`config.mk`:
```
export PLATFORM = sky130hd
export DESIGN_NAME = keypress_sequencer
export DESIGN_NICKNAME = d
export VERILOG_FILES = /design/src/rtl/keypress_sequencer_pkg.sv /design/src/rtl/keypress_sequencer_stability_counter.sv /design/src/rtl/keypress_sequencer.sv
export SDC_FILE = /design/constraint.sdc
export NUM_CORES = 1
export LEC_CHECK = 0
export ABC_CLOCK_PERIOD_IN_PS = 7100
export BUFFER_PORTS_ARGS = -buffer_cell sky130_fd_sc_hd__clkbuf_2
export CAP_MARGIN = 20
export CORE_ASPECT_RATIO = 0.9
export CORE_UTILIZATION = 55
export CTS_CLUSTER_DIAMETER = 50
export CTS_CLUSTER_SIZE = 12
export DETAILED_ROUTE_END_ITERATION = 10
export HOLD_SLACK_MARGIN = 0.12
export PLACE_DENSITY_LB_ADDON = 0.12
export SETUP_SLACK_MARGIN = 0.02
export SYNTH_ARGS = -nofsm -noshare
export SYNTH_HDL_FRONTEND = slang
export SYNTH_HIERARCHICAL = 1
export SYNTH_SLANG_ARGS = --single-unit
```
`constraint.sdc`:
```
create_clock -name clock -period 7.1 [get_ports clock]
set_input_delay 1.42 -clock clock [delete_from_list [all_inputs] [get_ports clock]]
set_output_delay 1.42 -clock clock [all_outputs]
set_load 0.03 [all_outputs]
```
`src/rtl/keypress_sequencer_pkg.sv`:
```
// Shared definitions for the keypress sequencer and its consumers.
// Holds state encodings, the default debounce length and the key encoder.
package keypress_sequencer_pkg;

    typedef enum logic [1:0] {
        IDLE       = 2'd0,
        PRESS_DB   = 2'd1,
        HELD       = 2'd2,
        RELEASE_DB = 2'd3
    } kp_state_t;

    localparam int DEBOUNCE_DEFAULT = 50000;

    // Zero input maps to index 0; callers only pass one-hot values.
    function automatic logic [1:0] encode_key(input logic [3:0] k);
        logic [1:0] idx;
        idx = 2'd0;
        unique case (1'b1)
            k[0]:    idx = 2'd0;
            k[1]:    idx = 2'd1;
            k[2]:    idx = 2'd2;
            k[3]:    idx = 2'd3;
            default: idx = 2'd0;
        endcase
        return idx;
    endfunction

endpackage

```
`src/rtl/keypress_sequencer_stability_counter.sv`:
```
// Stability counter shared by the press and release debounce phases.
// Terminal flags when the pattern has been stable for DEBOUNCE_CYCLES edges.
module stability_counter #(
    parameter int DEBOUNCE_CYCLES = 50000,
    parameter int CNT_WIDTH       = 16
) (
    input  logic clock,
    input  logic reset,
    input  logic clear,
    input  logic incr,
    output logic terminal
);

    logic [CNT_WIDTH-1:0] count;

    always_ff @(posedge clock) begin
        if (reset || clear) begin
            count <= '0;
        end else if (incr) begin
            count <= count + 1'b1;
        end
    end

    assign terminal = (count == CNT_WIDTH'(DEBOUNCE_CYCLES - 1));

endmodule

```
`src/rtl/keypress_sequencer.sv`:
```
// Debounces the filtered key vector into one event per press/release cycle.
// Events are held in a single valid/ready slot; drops set a sticky flag.
module keypress_sequencer
    import keypress_sequencer_pkg::*;
#(
    parameter int DEBOUNCE_CYCLES = DEBOUNCE_DEFAULT,
    parameter int CNT_WIDTH       = 16
) (
    input  logic       clock,
    input  logic       reset,
    input  logic       enable,
    input  logic [3:0] filteredkey,
    input  logic       press_ready,
    input  logic       overflow_clear,
    output logic       press_valid,
    output logic [1:0] press_index,
    output logic       key_held,
    output logic       overflow
);

    kp_state_t  state, state_nxt;
    logic [3:0] candidate, cand_nxt;
    logic       cnt_clr, cnt_inc, cnt_done;
    logic       fire, accept, drop;

    stability_counter #(
        .DEBOUNCE_CYCLES(DEBOUNCE_CYCLES),
        .CNT_WIDTH      (CNT_WIDTH)
    ) u_cnt (
        .clock   (clock),
        .reset   (reset),
        .clear   (cnt_clr),
        .incr    (cnt_inc),
        .terminal(cnt_done)
    );

    always_comb begin
        state_nxt = state;
        cand_nxt  = candidate;
        cnt_clr   = 1'b0;
        cnt_inc   = 1'b0;
        fire      = 1'b0;
        unique case (state)
            IDLE: begin
                cnt_clr = 1'b1;
                if (enable && filteredkey != 4'd0) begin
                    cand_nxt  = filteredkey;
                    state_nxt = PRESS_DB;
                end
            end
            PRESS_DB: begin
                if (!enable || filteredkey != candidate) begin
                    state_nxt = IDLE;
                    cnt_clr   = 1'b1;
                end else if (cnt_done) begin
                    state_nxt = HELD;
                    fire      = 1'b1;
                    cnt_clr   = 1'b1;
                end else begin
                    cnt_inc = 1'b1;
                end
            end
            HELD: begin
                cnt_clr = 1'b1;
                if (filteredkey != candidate) begin
                    state_nxt = RELEASE_DB;
                end
            end
            RELEASE_DB: begin
                // Any other key restarts the zero period without leaving release.
                if (filteredkey == 4'd0) begin
                    if (cnt_done) begin
                        state_nxt = IDLE;
                        cnt_clr   = 1'b1;
                    end else begin
                        cnt_inc = 1'b1;
                    end
                end else if (filteredkey == candidate) begin
                    state_nxt = HELD;
                    cnt_clr   = 1'b1;
                end else begin
                    cnt_clr = 1'b1;
                end
            end
            default: begin
                state_nxt = IDLE;
                cnt_clr   = 1'b1;
            end
        endcase
    end

    assign accept = fire && (!press_valid || press_ready);
    assign drop   = fire && press_valid && !press_ready;

    always_ff @(posedge clock) begin
        if (reset) begin
            state       <= IDLE;
            candidate   <= 4'd0;
            press_valid <= 1'b0;
            press_index <= 2'd0;
            key_held    <= 1'b0;
            overflow    <= 1'b0;
        end else begin
            state     <= state_nxt;
            candidate <= cand_nxt;
            key_held  <= (state_nxt == HELD) || (state_nxt == RELEASE_DB);
            if (accept) begin
                press_valid <= 1'b1;
                press_index <= encode_key(candidate);
            end else if (press_valid && press_ready) begin
                press_valid <= 1'b0;
            end
            if (drop) begin
                overflow <= 1'b1;
            end else if (overflow_clear) begin
                overflow <= 1'b0;
            end
        end
    end

endmodule
```
---- Word level (Yosys, flattened, before mapping) ----
Index checks and enable logic that the tools add are counted.
storage, ports and cells
  register bits ........................... 27
  input port bits ......................... 9
  output and inout port bits .............. 5
operators by class
  add/subtract/negate cells ............... 1
  equal/unequal tests ..................... 8
  mux-type cells .......................... 23
  reductions and logical operators ........ 19
operators by type and width
  operator                                             count
  adder 16 x 1 -> 16 bit, second input constant        1
  equality test 16 bit, second input constant          1
  2-to-1 mux 2 bit                                     7
  2-to-1 mux 1 bit                                     12
  equality test 2 bit, second input constant           4
  one-hot mux 2 bit (4 select lines)                   1
  one-hot mux 2 bit (3 select lines)                   1
  logical AND 1 bit                                    5
  equality test 4 bit                                  1
  logical NOT 4 bit                                    1
  logical OR 1 bit                                     4
  inequality test 4 bit                                1
  nonzero test 2 bit                                   2
  nonzero test 4 bit                                   1
  logical NOT 1 bit                                    3
  one-hot mux 1 bit (3 select lines)                   1
  equality test 2 x 1 -> 1 bit, second input constant  1
  logical NOT 2 bit                                    1
  one-hot mux 1 bit (2 select lines)                   1
  AND reduction 2 bit                                  1
  OR reduction 2 bit                                   1

---- Logic depth before layout (Yosys ltp) ----
  word-level depth ........................ 7
  mapped depth ............................ 8
  gate-level depth less buffers ........... 8

---- By module ----
The synthesis kept the hierarchy.
modules (own cells, without submodules)
  module              times used  cells each  area each (um2)  seq. area each (um2)
  stability_counter   1           84          744.5            320.3
  keypress_sequencer  1           54          494.2            200.2

---- Worst setup path before layout ----
No wires, ideal clock.
  kind .................................... input -> register
  start point ............................. in filteredkey[1]
  end point ............................... reg u_cnt.count[14]
  setup time .............................. 70 ps
  data arrival time ....................... 3799 ps
  data required time ...................... 7030 ps
  setup slack ............................. 3231 ps
  stages on the path ...................... 8
  path buffers ............................ 0
  cells stage by stage .................... xor2_1 -> nor4_4 -> nand3_1 -> a21oi_1 -> nand4_4 -> or4_4 -> or3_1 -> a21oi_1
RTL lines
  item                                    RTL line                                    source
  start, declared                         keypress_sequencer.sv:12                    input logic [3:0] filteredkey,
  inequality test 4 bit                   keypress_sequencer.sv:52                    if (!enable || filteredkey != candidate) begin
  logical OR 1 bit                        keypress_sequencer.sv:52
  2-to-1 mux 1 bit                        keypress_sequencer.sv:52
  one-hot mux 1 bit (2 select lines) (*)  keypress_sequencer.sv:43                    unique case (state)
  net cnt_inc                             keypress_sequencer.sv:23                    logic cnt_clr, cnt_inc, cnt_done;
  end signal, assigned                    keypress_sequencer_stability_counter.sv:20  count <= count + 1'b1;
  end, declared                           keypress_sequencer_stability_counter.sv:14  logic [CNT_WIDTH-1:0] count;
Mark *: on every way through the listed nets, which the timed path passes. The rest lies on a longest branch.
A chain may end at the register's enable or synchronous reset.

---- Worst setup path in the final report ----
Ends and elaborated chain as after synthesis.

==> flow_metrics.tcl <==
set metrics [dict create \
    status "complete, no violations" \
    syn_to_final_growth_pct 9.49 \
    critPathMaxStageDelay_ps 580 \
    fp.dieW_microns 52.0 \
    first_pass_iters 4 \
    critPathCaptureType "flop" \
    cp-endpoint "u_cnt/count[14]" \
    yosys.cell_types.count 38 \
    slew_viol_final 0 \
    cp.arrival_ps 4220 \
    synth.area.top_cells "dfxtp_1 42%, xor2_1 6.4%, nor2_1 5.8%, xnor2_1 4.2%, a21oi_1 3.6%" \
    setup_viol 0 \
    final_area_sq_um 1360 \
    clock_sinks 26 \
    clk_path_buf_depth 2 \
    grt_max_degree 17 \
    finalNonFillerCells 176 \
    synth_top_area_share_pct 42.0 \
    yosys_most_used_dff "dfxtp_1" \
    antenna_found_initial 0 \
    dieArea_sq_um 2450 \
    syn-mean-instance-area_sq_um 8.98 \
    grt_pass1_wl_microns 3770 \
    startpoint "filteredkey[1]" \
    cp_common_cell "a21oi_1" \
    synth-seq-cells 26 \
    fillers 170 \
    hold_ws_ps 495 \
    dp_hpwl_microns 1680 \
    crit_required_ps 7350 \
    portBuffers 13 \
    rsz0062_at_grt "false" \
    fin_nets 162 \
    cp_max_fo 8 \
    p_leak_nw 0.469 \
    drt-vias-per-instance 5.80 \
    initial_core_util_pct 61.7 \
    die_y_microns 47.0 \
    period_minus_slack_ps 3980 \
    drc_errors 0 \
    final_common_cell "dfxtp_1" \
    ant_nets 0 \
    yosys_warnings 6 \
    h-tree-depth 1 \
    clockRootBuffer "clkbuf_4" \
    synthCells 138 \
    hold_buffers 0 \
    reg2reg_to "u_cnt/count[14]" \
    most-common-layout-cells "26 x dfxtp_1, 19 x nor2_1, 13 x clkbuf_2" \
    drive_gt1_share_pct 19.2 \
    setup_tns_ps 0 \
    slew-limit-headroom_pct 41.3 \
    insertion_delay_ps 310 \
    hold_viol_final 0 \
    dp.cells 172 \
    core_area_sq_um 2010 \
    r2r_cells 8 \
    critPathSlowestCell "or4_4" \
    fin_skew_ps 6.93 \
    cts_buffers 3 \
    grt_pass1_vias 886 \
    fin_crit_sh_pct 56.0 \
    synthesis.area_sq_um 1240 \
    regArea_sq_um 520 \
    fp-row-count 15 \
    gp_congestion 0.901 \
    synth_fp_nets 148 \
    crit_type "input port to flop" \
    yosysTopAreaCell "dfxtp_1" \
    cp-start-kind "input port" \
    wl_per_cell_microns 12.8 \
    drv_cap 0 \
    track_usage_pct 21.2 \
    drt_iter0_drc 26 \
    synth-edff-count 0 \
    num_io_pins 14 \
    post_dp_cell_area_sq_um 1320 \
    powerDensity_nw_per_um2 174 \
    cp_cell_sequence "clkbuf_2 > xor2_1 > nor4_4 > nand3_1 > a21oi_1 > nand4_4 > or4_4 > or3_1 > a21oi_1" \
    reg2reg_from "candidate[1]" \
    tightest_slew_ps 872 \
    hold_path_class "flop to flop" \
    max_freq_mhz 251 \
    cts-resized-gates 0 \
    grt_overflow_total 0 \
    multi_input_area_sq_um 696 \
    vias 1020 \
    clk_pin_slew_ps 130 \
    antenna_cells 0 \
    cts_tree "built" \
    vdd_drop_max_v 0.000230 \
    yosysSeqAreaShare_pct 42.0 \
    totalWireLength_microns 2250 \
    cts_setup_buffers 0 \
    async_flop_share_pct 0 \
    ff2ff_setup_slack_ps 3960 \
]
stage by stage:
step	util [%]	setup slack, ps	total power [W]
2_1_floorplan	-	3230	0.000162
3_3_place_gp	65.7	2940	0.000166
3_5_place_dp	65.7	2880	0.000167
4_1_cts	67.5	3190	0.000239
5_1_grt	67.5	2930	0.000245
6_report	67.5	3120	0.000236
kinds of logic after synthesis:
logic type	after synthesis	share of synthesized area, %
AO/OA/AOI/OAI	24	12.6
XOR/XNOR	15	10.6
adder cells (fa/ha/maj)	1	1.01
buffers and inverters	6	1.82
flip-flops	26	42.0
multiplexers	1	0.808
AND/OR/NAND/NOR	65	31.1
critical path: cells and delay by family:
family,cells,cell delay (ps)
compound gates,2,690
simple gates,5,1830
xor+xnor,1,170
buf+inv,1,110
synthesized netlist by cell type (all sizes together) (2+ instances only):
| library cell | instances |
|---|---|
| a21oi | 9 |
| nor4 | 6 |
| dfxtp | 26 |
| or3 | 3 |
| nor3 | 2 |
| a311oi | 2 |
| or4 | 3 |
| nand4b | 2 |
| nand2 | 12 |
| nand3 | 5 |
| a22oi | 3 |
| nor2 | 19 |
| clkbuf | 4 |
| a31oi | 2 |
| o21ai | 4 |
| nand4 | 5 |
| xnor2 | 6 |
| inv | 2 |
| a21o | 2 |
| xor2 | 9 |
per-layer routing:
layer | part of all wire (%) | vias up | track usage, %
met3 | 5.4 | 2 | 6.80
met4 | 0.67 | 0 | 4.86
met5 | 0 | - | 0
li1 | - | 527 | -
met1 | 52 | 464 | 28.9
met2 | 42 | 27 | 33.1
state kept, by name (all words and copies together), names as in the netlist:
signal	cells
candidate	4
overflow	1
press_index	2
press_valid	1
state	2
u_cnt/count	16
cell type report:
cell class	count	area share (%)
multi-input cells	106	51.3
well taps	25	2.31
inverters	2	0.554
repair buffers	13	4.80
flip-flops and latches	26	38.4
clock buffers	4	2.68
report_power, final:
group | switching, W | internal [W]
clock network | 0.0000409 | 0.0000313
logic | 0.00000854 | 0.00000551
registers | 0.00000195 | 0.000148
total | 0.0000513 | 0.000184
how the worst min path moves through the flow:
| stage | from | endpoint | slack [ps] | cells after the start |
|---|---|---|---|---|
| CTS | candidate[2] | candidate[2] | 490 | 2 |
| finish | candidate[2] | candidate[2] | 490 | 2 |
| global placement | candidate[2] | candidate[2] | 470 | 2 |
| global route | candidate[2] | candidate[2] | 550 | 2 |
| detailed placement | candidate[2] | candidate[2] | 480 | 2 |
| floorplan | candidate[2] | candidate[2] | 460 | 2 |
Power figures use the tool's default switching activity.
